===== src/rtl/nvram_copy_ctrl.sv =====
// Store/recall copy engine between a working RAM and a shadow RAM, plus CPU access to the working RAM.
// Optional dirty tracking (skip a store when nothing changed) is enabled by defining NVRAM_DIRTY_TRACK_EN.
module nvram_copy_ctrl (
    input  logic       clk,
    input  logic       reset,
    input  logic       cpu_we,
    input  logic [7:0] cpu_addr,
    input  logic [7:0] cpu_din,
    output logic [7:0] cpu_dout,
    input  logic       store_req,
    input  logic       recall_req,
    output logic [7:0] wk_addr,
    output logic       wk_we,
    output logic [7:0] wk_din,
    input  logic [7:0] wk_dout,
    output logic [7:0] sh_addr,
    output logic       sh_we,
    output logic [7:0] sh_din,
    input  logic [7:0] sh_dout,
    output logic       busy,
    output logic       done,
    output logic       cpu_drop,
    output logic       dirty
);

    typedef enum logic [2:0] {IDLE, ST_RD, ST_WR, RC_RD, RC_WR} state_t;

    state_t     r_state;
    logic [7:0] r_idx;
    logic       r_store_q;
    logic       r_recall_q;
    logic       r_st_pend;
    logic       r_rc_pend;
    logic       r_done;

    logic       w_store_edge;
    logic       w_recall_edge;
    logic       w_st_pend;
    logic       w_rc_pend;
    logic       w_copy_last;
    logic       w_skip_store;

    assign w_store_edge  = store_req & ~r_store_q;
    assign w_recall_edge = recall_req & ~r_recall_q;
    // An edge seen while idle is acted on in the same cycle, so it starts the copy on the next edge.
    assign w_st_pend     = r_st_pend | w_store_edge;
    assign w_rc_pend     = r_rc_pend | w_recall_edge;
    assign w_copy_last   = ((r_state == ST_WR) || (r_state == RC_WR)) && (r_idx == 8'hFF);

    assign busy     = (r_state != IDLE);
    assign done     = r_done;
    assign cpu_dout = busy ? 8'hFF : wk_dout;
    assign cpu_drop = cpu_we & busy & ~reset;

`ifdef NVRAM_DIRTY_TRACK_EN
    logic r_dirty;
    logic w_cpu_accept;

    assign w_cpu_accept = cpu_we & ~busy & ~reset;

    always_ff @(posedge clk) begin
        if (reset) begin
            r_dirty <= 1'b0;
        end else if (w_copy_last) begin
            r_dirty <= 1'b0;
        end else if (w_cpu_accept) begin
            r_dirty <= 1'b1;
        end
    end

    assign dirty        = r_dirty;
    assign w_skip_store = ~(r_dirty | w_cpu_accept);
`else
    assign dirty        = 1'b0;
    assign w_skip_store = 1'b0;
`endif

    always_ff @(posedge clk) begin
        // NOTE: non-blocking everywhere here so every branch sees the pre-edge register values.
        r_store_q  <= store_req;
        r_recall_q <= recall_req;
        if (reset) begin
            r_state   <= RC_RD;
            r_idx     <= '0;
            r_st_pend <= 1'b0;
            r_rc_pend <= 1'b0;
            r_done    <= 1'b0;
        end else begin
            r_done <= 1'b0;
            if (w_store_edge)  r_st_pend <= 1'b1;
            if (w_recall_edge) r_rc_pend <= 1'b1;
            case (r_state)
                IDLE: begin
                    if (w_rc_pend) begin
                        r_rc_pend <= 1'b0;
                        r_idx     <= '0;
                        r_state   <= RC_RD;
                    end else if (w_st_pend) begin
                        r_st_pend <= 1'b0;
                        r_idx     <= '0;
                        if (w_skip_store) begin
                            r_done <= 1'b1;
                        end else begin
                            r_state <= ST_RD;
                        end
                    end
                end
                ST_RD: r_state <= ST_WR;
                RC_RD: r_state <= RC_WR;
                ST_WR, RC_WR: begin
                    r_idx <= r_idx + 8'd1;
                    if (w_copy_last) begin
                        r_state <= IDLE;
                        r_done  <= 1'b1;
                    end else begin
                        r_state <= (r_state == ST_WR) ? ST_RD : RC_RD;
                    end
                end
                default: r_state <= IDLE;
            endcase
        end
    end

    always_comb begin
        // NOTE: every output gets a default first so no path through the case can infer a latch.
        wk_addr = '0;
        wk_we   = 1'b0;
        wk_din  = '0;
        sh_addr = '0;
        sh_we   = 1'b0;
        sh_din  = '0;
        if (!reset) begin
            case (r_state)
                IDLE: begin
                    wk_addr = cpu_addr;
                    wk_we   = cpu_we;
                    wk_din  = cpu_din;
                end
                ST_RD: wk_addr = r_idx;
                ST_WR: begin
                    sh_addr = r_idx;
                    sh_we   = 1'b1;
                    sh_din  = wk_dout;
                end
                RC_RD: sh_addr = r_idx;
                RC_WR: begin
                    wk_addr = r_idx;
                    wk_we   = 1'b1;
                    wk_din  = sh_dout;
                end
                default: ;
            endcase
        end
    end

endmodule


===== config.mk =====
export PLATFORM = sky130hd
export DESIGN_NAME = nvram_copy_ctrl
export DESIGN_NICKNAME = d
export VERILOG_FILES = /design/src/rtl/nvram_copy_ctrl.sv
export SDC_FILE = /design/constraint.sdc
export NUM_CORES = 1
export LEC_CHECK = 0
export ABC_CLOCK_PERIOD_IN_PS = 1600
export CAP_MARGIN = 10
export CELL_PAD_IN_SITES_DETAIL_PLACEMENT = 0
export CELL_PAD_IN_SITES_GLOBAL_PLACEMENT = 1
export CORE_ASPECT_RATIO = 0.8
export CORE_MARGIN = 5
export CORE_UTILIZATION = 21
export CTS_CLUSTER_SIZE = 8
export DETAILED_ROUTE_END_ITERATION = 12
export HOLD_SLACK_MARGIN = 0.1
export PLACE_DENSITY = 0.81
export SYNTH_ARGS = -nofsm -noshare
export SYNTH_HDL_FRONTEND = slang
export SYNTH_SLANG_ARGS = --single-unit

===== constraint.sdc =====
create_clock -name clk -period 1.6 [get_ports clk]
set_input_delay 0.16 -clock clk [delete_from_list [all_inputs] [get_ports clk]]
set_output_delay 0.16 -clock clk [all_outputs]
set_load 0.1 [all_outputs]

Word level (Yosys, flattened, before mapping)
Cells that the tools add are included.
- $add $sub $neg: 1
- reduce and logical (&&, ||, !) cells: 10
- bitwise logic cells: 10
- multiplexer cells: 29
- equal/unequal tests: 6
- operators with widths (cell ; number):
    8-bit 2-to-1 mux ; 9
    8-bit one-hot mux with 2 select lines ; 3
    3-bit one-hot mux with 4 select lines ; 1
    1-bit 2-to-1 mux ; 11
    8-bit by 1-bit adder with 8-bit output (second input constant) ; 1
    8-bit equality test (second input constant) ; 1
    2-bit OR reduction ; 4
    3-bit by 2-bit equality test with 1-bit output (second input constant) ; 2
    3-bit 2-to-1 mux ; 2
    1-bit AND ; 4
    2-bit 2-to-1 mux ; 2
    1-bit inverter ; 4
    3-bit by 1-bit equality test with 1-bit output (second input constant) ; 1
    3-bit equality test (second input constant) ; 1
    3-bit zero test ; 1
    3-bit inequality test (second input constant) ; 1
    3-bit nonzero test ; 1
    1-bit bitwise OR ; 2
    1-bit one-hot mux with 2 select lines ; 1
    2-bit AND reduction ; 1
    2-bit nonzero test ; 1
    1-bit logical AND ; 1
    1-bit logical OR ; 1
- output and inout bits: 46
- bits of input ports: 37
- bits in registers: 16
- word-level logic and storage cells: 63

Longest topological paths before layout
Gate-level depths: netlist (run 1).
- word-level depth: 6
- mapped depth: 6
- gate-level depth less buffers: 5

Least setup slack after synthesis (run 1)
OpenSTA, ideal clock, no wires.
- path kind: register to output
- start point: register r_state[1]
- end point: output port cpu_drop
- arrival time: 2.915 ns
- path slack: -1.475 ns
- data required time: 1.440 ns
- path buffers: 2
- cell stages (with the launch flop): 5
- cells stage by stage: dfxtp_1 buf_4 nor3_1 clkbuf_1 nor3b_1
- longest elaborated chain between the ends: 3
- RTL lines (item ; line ; source):
    start: declaration ; 28 ; state_t r_state;
    start signal: assignment ; 116 ; r_state <= (r_state == ST_WR) ? ST_RD : RC_RD;
    3-bit nonzero test ; 50 ; assign busy = (r_state != IDLE);
    1-bit AND (2 in series) ; 53 ; assign cpu_drop = cpu_we & busy & ~reset;
    end: declaration ; 22 ; output logic cpu_drop,
No other way between the ends.

Worst setup path after layout (run 1)
- start point: register r_state[2]
- end point: output port sh_din[2]
- longest elaborated chain between the ends: 3
- RTL lines (item ; line ; source):
    3-bit by 2-bit equality test with 1-bit output ; 133 ; case (r_state)
    8-bit 2-to-1 mux ; 133 ;
    8-bit 2-to-1 mux ; 132 ; if (!reset) begin
    end: declaration ; 18 ; output logic [7:0] sh_din,
No other way between the ends.

==> impl_results.md, run 1 <==
- Status: complete, but fails checks
- Failing checks: negative setup slack
- Worst-path clk slew: 0.07 ns
- Number of detailed-routing iterations run before antenna repair: 4
- CORE AREA: 5555 um2
- Max Fclk: 0.5869 GHz
- Number of antenna repair diodes: 0
- Detailed Route Iter0 Violations: 84
- Clock tree from TritonCTS: done
- Net count after synthesis: 202
- Path category of the worst min-delay check: in -> reg
- Total DRC errors in the routed layout: 0
- Worst Hold End: r_recall_q$_DFF_P_
- Largest family of logic cells by synthesized area: simple AND/OR/NAND/NOR gates
- Simple-gate share of the synthesized area: 35.63%
- Largest net degree at the start of global routing: 11
- Final estimated routing congestion in global placement: 0.7512
- Die area: 7436 um2
- Share of the clock period used by the worst path after layout: 106.5%
- Number of antenna violations at the first check in global routing: 0
- DR vias/cell: 4.648
- Sequential cell area fraction in the yosys report: 26.28%
- Number of standard cells in the layout, taps in and fillers out: 352
- Crit Path Max Fanout: 5
- Fin Clk Skew: 0.001631 ns
- Area of combinational cells with multiple inputs: 1236 um2
- Crit path largest cell delay: 0.34 ns
- Register area: 326.6 um2
- Final hold violation count: 0
- Post-synthesis share of cell area spent on xor and xnor gates: 1.437%
- Data arrival at the endpoint of the critical path: 1.54 ns
- Routed wire per std cell: 15.18 um
- Clk root buf: sky130_fd_sc_hd__clkbuf_8
- Placed wire-length estimate: 3.994 mm
- Net count of the finished layout: 313
- Fin crit period: 1.704 ns
- Commonest cells after routing, fill and taps aside: sky130_fd_sc_hd__buf_12 (47), sky130_fd_sc_hd__clkdlybuf4s50_1 (35), sky130_fd_sc_hd__buf_4 (27)
- Clock H-tree levels: 1
- I/O pin total: 83
- Hold path startpoint: recall_req
- Relative area change from synthesis to final layout: 173.6%
- Portion of netlist area occupied by mux cells: 10.68%
- Later-pin clock latency in the skew report: 0.26 ns
- Initial core utilization: 21.94%
- Cell area reported after detailed placement: 2942 um2
- Via count of the first global-routing pass: 1623
- Antenna Violating Nets Remaining: 0
- CP dominant cell by count: sky130_fd_sc_hd__buf_6
- Setup ws final: -0.1039 ns
- Leakage power summed over all cells: 0.001247 uW
- Instance count of the mapped netlist: 164
- Data required time at the worst endpoint: 1.44 ns
- Number of vias after detailed routing: 1636
- Number of distinct library cells after synthesis: 40
- Number of sinks handled by clock tree synthesis: 16
- Fill cells: 402
- Port Buffer Count: 81
- Avg Synthesized Cell Area: 7.431 um2
- Maximum root-to-sink buffer count: 2
- Area share of fa/ha/maj cells after synthesis: 1.027%
- Worst setup timing slack at the placement stage: -0.1861 ns
- Warning count from the yosys run: 0
- Number of buffers added by the clock tree synthesis step: 3
- Flop-to-flop setup slack: -0.05 ns
- Path depth of the worst reg2reg path: 5
- GRT Residual Overflow: 0
- Final setup violating endpoints: 37
- Finished Cell Area: 3334 um2
- Final max-slew violation count: 0
- Startpoint of the worst register-to-register path: r_state[2]$_SDFFE_PP0P_
- Setup repair after global routing missed its margin: yes
- Fraction of layout cells with a size suffix above 1: 58.76%
- First-pass GRT wire length: 8.342 mm
- Placement Rows: 24
- Peak supply drop: 256.3 uV
- Leading cell type in the layout, fill and taps excluded: sky130_fd_sc_hd__buf_12
- Die span in x: 95.17 um
- Critical path's slowest cell: sky130_fd_sc_hd__dfxtp_2
- Cell-by-cell trace of the critical path: buf_6 -> nor3b_4 -> nor2b_4 -> buf_6 -> and2_4 -> buf_12
- Kind of critical path: reg -> out
- Pwr dens: 601.8 nW/um2
- Number of cells traversed by the worst hold path: 1
- Height of the chip: 78.14 um
- Number of synthesized register bits: 16
- GR Util All Layers: 14.05%
- Overall power consumption: 2007 uW
- End of the worst register-to-register path: r_idx[5]$_SDFFE_PP0P_
- Setup crit start kind: flip-flop
- Crit. End Element: primary output
- Post-detailed-routing wire length: 5.342 mm
- Max Cap Viol: 0
- Complex-gate fraction of the synthesized area: 17.86%
- Placed Cells incl. Taps: 338
- Summed instance area of the synthesized netlist: 1219 um2
## cell usage after synthesis, drive strengths merged
master | count | area (um2)
or2 | 1 | 6.260
nor4b | 1 | 8.760
or4 | 1 | 11.26
nand4 | 1 | 6.260
nand2b | 8 | 50.05
xor2 | 1 | 8.760
and2 | 17 | 106.4
a211o | 1 | 8.760
a211oi | 1 | 7.510
ha | 1 | 12.51
inv | 6 | 22.52
nand3 | 5 | 25.02
nand2 | 4 | 15.01
o21a | 1 | 7.510
dfxtp | 16 | 320.3
buf | 4 | 26.27
nor2b | 2 | 12.51
a2111oi | 1 | 8.760
a22oi | 4 | 30.03
nor2 | 27 | 101.4
o22a | 1 | 8.760
and3 | 2 | 12.51
or3 | 3 | 23.77
nor3 | 6 | 35.03
o21bai | 1 | 7.510
a31oi | 7 | 43.79
xnor2 | 1 | 8.760
clkbuf | 9 | 33.78
conb | 1 | 3.750
o21ai | 4 | 20.02
mux2i | 13 | 130.1
a41oi | 2 | 17.52
nor3b | 2 | 20.02
a21oi | 6 | 30.03
o211ai | 3 | 27.52
## kinds of logic (layout without fill, tap and decap cells)
logic type	after synthesis	count (layout)
AO/OA/AOI/OAI	32	32
buffers and inverters	19	128
other	1	1
flip-flops	16	16
adder cells (fa/ha/maj)	1	1
AND/OR/NAND/NOR	80	81
multiplexers	13	13
XOR/XNOR	2	2
## worst max-delay path by stage
| stage | endpoint | startpoint | slack (ns) | cells past startpoint |
|---|---|---|---|---|
| 3_5_place_dp | r_idx[5]$_SDFFE_PP0P_ | reset | -0.19 | 5 |
| 2_1_floorplan | wk_din[0] | r_state[0]$_SDFFE_PP1P_ | -0.06 | 4 |
| 6_report | sh_din[2] | r_state[2]$_SDFFE_PP0P_ | -0.10 | 6 |
| 4_1_cts | sh_din[2] | r_state[2]$_SDFFE_PP0P_ | -0.11 | 6 |
| 5_1_grt | sh_din[0] | r_state[2]$_SDFFE_PP0P_ | -0.16 | 6 |
| 3_3_place_gp | r_idx[5]$_SDFFE_PP0P_ | reset | -0.18 | 5 |
## registers in the layout, indices dropped and copies added (netlist names)
signal      flops
done            1
r_idx           8
r_rc_pend       1
r_recall_q      1
r_st_pend       1
r_state         3
r_store_q       1
## per-layer routing
| metal | vias to the layer above | share of wire [%] | global-route usage [%] |
|---|---|---|---|
| met3 | 8 | 5.7 | 2.486 |
| met2 | 57 | 51 | 24.39 |
| li1 | 798 | - | - |
| met1 | 773 | 42 | 17.31 |
| met4 | 0 | 1.8 | 4.899 |
| met5 | - | 0 | 0 |
## power by group
group,leakage [uW],internal [uW],switching [uW]
combinational,0.00109,523,658
sequential,0.000132,425,28.3
clock,0.0000288,219,154
## per-stage QoR
step / util [%] / hold slack [ns] / setup TNS [ns]
after CTS: 59.59 / 0.3678 / -2.085
after detailed placement: 52.95 / 0.5284 / -3.891
final: 60.02 / 0.3728 / -2.094
after global routing: 60.02 / 0.3795 / -4.493
after floorplan: - / 0.1877 / -1.080
after global placement: 52.95 / 0.5147 / -4.127
## layout make-up
class / count / area share, %
Multi-Input combinational cell: 130 / 37.07
Timing Repair Buffer: 118 / 47.77
Clock buffer: 4 / 1.651
Inverter: 6 / 0.7880
Sequential cell: 16 / 9.794
Tap cell: 78 / 2.927
## timing repair
item / 4_1_cts / 5_1_grt
hold buffers: 0 / 0
gates cloned: 3 / 0
setup buffers: 6 / 1
gates resized for setup: 50 / 2
endpoints found under the setup margin: 44 / 46
hold endpoints to repair: 0 / 0
pin swaps: 13 / 5
## critical path: cells and delay by family (launching register included)
kind / cells / cell delay, ns
buffers and inverters: 3 / 0.41
flip-flops: 1 / 0.34
AND/OR/NAND/NOR: 3 / 0.53
No activity file was read; power rests on OpenSTA's default activity.
==> run 2: changes to the inputs <==
==> config.mk (replaced) <==
export PLATFORM = sky130hd
export DESIGN_NAME = nvram_copy_ctrl
export DESIGN_NICKNAME = d
export VERILOG_FILES = /design/src/rtl/nvram_copy_ctrl.sv
export SDC_FILE = /design/constraint.sdc
export NUM_CORES = 1
export LEC_CHECK = 0
export ABC_CLOCK_PERIOD_IN_PS = 2000
export CAP_MARGIN = 10
export CELL_PAD_IN_SITES_DETAIL_PLACEMENT = 0
export CELL_PAD_IN_SITES_GLOBAL_PLACEMENT = 1
export CORE_ASPECT_RATIO = 0.8
export CORE_MARGIN = 4
export CORE_UTILIZATION = 25
export CTS_CLUSTER_SIZE = 8
export DETAILED_ROUTE_END_ITERATION = 12
export HOLD_SLACK_MARGIN = 0.1
export PLACE_DENSITY = 0.9
export SYNTH_ARGS = -nofsm -noshare
export SYNTH_HDL_FRONTEND = slang
export SYNTH_SLANG_ARGS = --single-unit
==> constraint.sdc (replaced) <==
create_clock -name clk -period 2 [get_ports clk]
set_input_delay 0.2 -clock clk [delete_from_list [all_inputs] [get_ports clk]]
set_output_delay 0.2 -clock clk [all_outputs]
set_load 0.1 [all_outputs]
==> run 2 against run 1 <==
  * The run now ends clean
  * Clock power fell by 37%
  * Die area fell by 18%
  * Via count fell by 11%
  * Register-to-register slack improved by 0.46 ns
  * Worst hold slack improved by 0.052 ns
  * Clock skew rose by 0.00060 ns
  * Critical path depth did not move
  * Flip-flop and latch count did not move
  * Sequential power fell by 17%
  * Cell count fell by 13%
  * Critical path type is now in -> out
==> impl_results.md, run 2 (synthesized netlist as in run 1, its figures left out) <==
- Status: complete, no violations (was complete, but fails checks)
- Number of detailed-routing iterations run before antenna repair: 4 (unchanged)
- Worst Max-Slew Pin Slew: 0.6207 ns
- Register area: 322.8 um2 (was 326.6 um2)
- Worst-path clk slew: 0.06 ns (was 0.07 ns)
- Final max-slew violation count: 0 (unchanged)
- Fin Clk Skew: 0.002229 ns (was 0.001631 ns)
- Number of sinks handled by clock tree synthesis: 16 (unchanged)
- Slew Limit Headroom: 58.39%
- Number of vias after detailed routing: 1456 (was 1636)
- Crit Path Max Fanout: 9 (was 5)
- Max Fclk: 0.5330 GHz
- Number of antenna repair diodes: 0 (unchanged)
- Height of the chip: 70.45 um (was 78.14 um)
- CORE AREA: 4652 um2 (was 5555 um2)
- Setup TNS Final: 0 ns (was -2.094 ns)
- Detailed Route Iter0 Violations: 90 (was 84)
- Via count of the first global-routing pass: 1338 (was 1623)
- Kind of critical path: in -> out (was reg -> out)
- Data arrival at the endpoint of the critical path: 1.68 ns (was 1.54 ns)
- Fill cells: 377 (was 402)
- Number of flip-flops in the largest register: 8 (unchanged)
- Share of the clock period used by the worst path after layout: 93.81%
- Leading cell type in the layout, fill and taps excluded: sky130_fd_sc_hd__buf_12 (unchanged)
- Placed wire-length estimate: 3.687 mm (was 3.994 mm)
- Total DRC errors in the routed layout: 0 (unchanged)
- Maximum root-to-sink buffer count: 2 (unchanged)
- Cell area reported after detailed placement: 2671 um2 (was 2942 um2)
- Area of combinational cells with multiple inputs: 919.6 um2 (was 1236 um2)
- Post-detailed-routing wire length: 4.336 mm (was 5.342 mm)
- First-pass GRT wire length: 7.017 mm (was 8.342 mm)
- Post-CTS Hold Fix Bufs: 0 (unchanged)
- Number of buffers added by the clock tree synthesis step: 3 (unchanged)
- Finished Cell Area: 2724 um2 (was 3334 um2)
- Pwr dens: 489.2 nW/um2 (was 601.8 nW/um2)
- Largest net degree at the start of global routing: 17 (was 11)
- Leakage power summed over all cells: 0.001015 uW (was 0.001247 uW)
- Largest registers ranked by flip-flop count: r_idx x8, r_state x3 (unchanged)
- Fin crit period: 1.876 ns
- Data required time at the worst endpoint: 1.80 ns (was 1.44 ns)
- I/O pin total: 83 (unchanged)
- Number of standard cells in the layout, taps in and fillers out: 307 (was 352)
- Clk root buf: sky130_fd_sc_hd__clkbuf_8 (unchanged)
- Placement Rows: 22 (was 24)
- GRT Residual Overflow: 0 (unchanged)
- Antenna Violating Nets Remaining: 0 (unchanged)
- Setup repair after global routing missed its margin: no (was yes)
- Max Cap Viol: 0 (unchanged)
- Routed wire per std cell: 14.12 um (was 15.18 um)
- Fraction of layout cells with a size suffix above 1: 38.46% (was 58.76%)
- Post-CTS setup buffer count: 0 (was 6)
- Final core utilization: 58.55% (was 60.02%)
- Path category of the worst min-delay check: in -> reg (unchanged)
- Clock H-tree levels: 1 (unchanged)
- GR Util All Layers: 14.33% (was 14.05%)
- Net count of the finished layout: 287 (was 313)
- Commonest cells after routing, fill and taps aside: sky130_fd_sc_hd__buf_12 (44), sky130_fd_sc_hd__clkdlybuf4s50_1 (36), sky130_fd_sc_hd__dfxtp_1 (14) (was sky130_fd_sc_hd__buf_12 (47), sky130_fd_sc_hd__clkdlybuf4s50_1 (35), sky130_fd_sc_hd__buf_4 (27))
- Die span in x: 86.06 um (was 95.17 um)
- Crit. End Element: primary output (unchanged)
- Register with the most flip-flops: r_idx (unchanged)
- Setup crit start kind: input pin (was flip-flop)
- Placed Cells incl. Taps: 304 (was 338)
- Final estimated routing congestion in global placement: 0.8336 (was 0.7512)
- Clock tree from TritonCTS: done (unchanged)
- Peak supply drop: 266.8 uV (was 256.3 uV)
- DR vias/cell: 4.743 (was 4.648)
- Later-pin clock latency in the skew report: 0.24 ns (was 0.26 ns)
- Port Buffer Count: 81 (unchanged)
- Number of antenna violations at the first check in global routing: 0 (unchanged)
- Die area: 6063 um2 (was 7436 um2)
- Initial core utilization: 26.20% (was 21.94%)
- Final setup violating endpoints: 0 (was 37)
- Final hold violation count: 0 (unchanged)
- Relative area change from synthesis to final layout: 123.5% (was 173.6%)
run 2: cell types whose count changed in the layout (fill, tap and decap cells not counted), moves of 8 or more:
| cell | previous run | this run |
|---|---|---|
| sky130_fd_sc_hd__buf_4 | 27 | 12 |
| sky130_fd_sc_hd__nor2_4 | 18 | 8 |
| sky130_fd_sc_hd__nor2_2 | 0 | 9 |
| sky130_fd_sc_hd__and2_1 | 1 | 9 |
| sky130_fd_sc_hd__mux2i_1 | 5 | 13 |
| sky130_fd_sc_hd__nand2b_1 | 0 | 8 |
run 2: routing by layer:
layer  GRT usage, %  vias up  wire, um
li1               -      742         -
met1          19.63      646      1965
met2          23.18       60      2023
met3          2.948        8       292
met4          2.636        0        54
met5              0        -         0
run 2: worst paths after layout:
path                      startpoint                    end  slack [ns]  depth (start not counted)
max                            reset              sh_din[5]        0.12                          6
min                       recall_req     r_recall_q$_DFF_P_        0.42                          1
max reg2reg  r_state[1]$_SDFFE_PP1P_  r_idx[5]$_SDFFE_PP0P_        0.41                          4
min reg2reg     r_st_pend$_SDFF_PP0_   r_st_pend$_SDFF_PP0_        0.52                          2
run 2: final cells by class:
class                      instances  area share [%]
multi-input combinational        129           33.76
sequential                        16           11.85
tap                               60           2.756
timing repair buffer              93           49.29
inverter                           6          0.8268
clock buffer                       3           1.516
run 2: metrics by stage:
step           hold WS [ns]  power, uW  setup slack [ns]
3_3_place_gp         0.5095       1094           0.09970
4_1_cts              0.4188       1342           0.04756
3_5_place_dp         0.5210       1102           0.05637
5_1_grt              0.4367       1400           0.02435
6_report             0.4247       1332            0.1238
2_1_floorplan        0.2277      820.0           -0.1828
run 2: timing repair:
action	CTS	global route
endpoints found under the setup margin	0	20
gates resized for setup	0	4
hold endpoints to repair	0	0
run 2: power breakdown:
group / internal [uW] / total (uW) / switching, uW
combinational: 294 / 722 / 429
sequential: 340 / 375 / 35.6
clock: 133 / 235 / 101
run 2: worst max-delay path, cell delays in order:
cell and delay, ns:
sky130_fd_sc_hd__clkdlybuf4s50_1 0.55, sky130_fd_sc_hd__nor3b_2 0.24, sky130_fd_sc_hd__nor2b_1 0.15, sky130_fd_sc_hd__buf_4 0.17, sky130_fd_sc_hd__and2_2 0.18, sky130_fd_sc_hd__buf_12 0.17
==> run 3: changes to the inputs <==
--- a/config.mk
+++ b/config.mk
@@ -16,6 +16,7 @@
 export DETAILED_ROUTE_END_ITERATION = 12
 export HOLD_SLACK_MARGIN = 0.1
 export PLACE_DENSITY = 0.9
+export SLEW_MARGIN = 10
 export SYNTH_ARGS = -nofsm -noshare
 export SYNTH_HDL_FRONTEND = slang
 export SYNTH_SLANG_ARGS = --single-unit
==> results of run 3 <==
Final layout, timing and power as in run 2 (identical DEF).
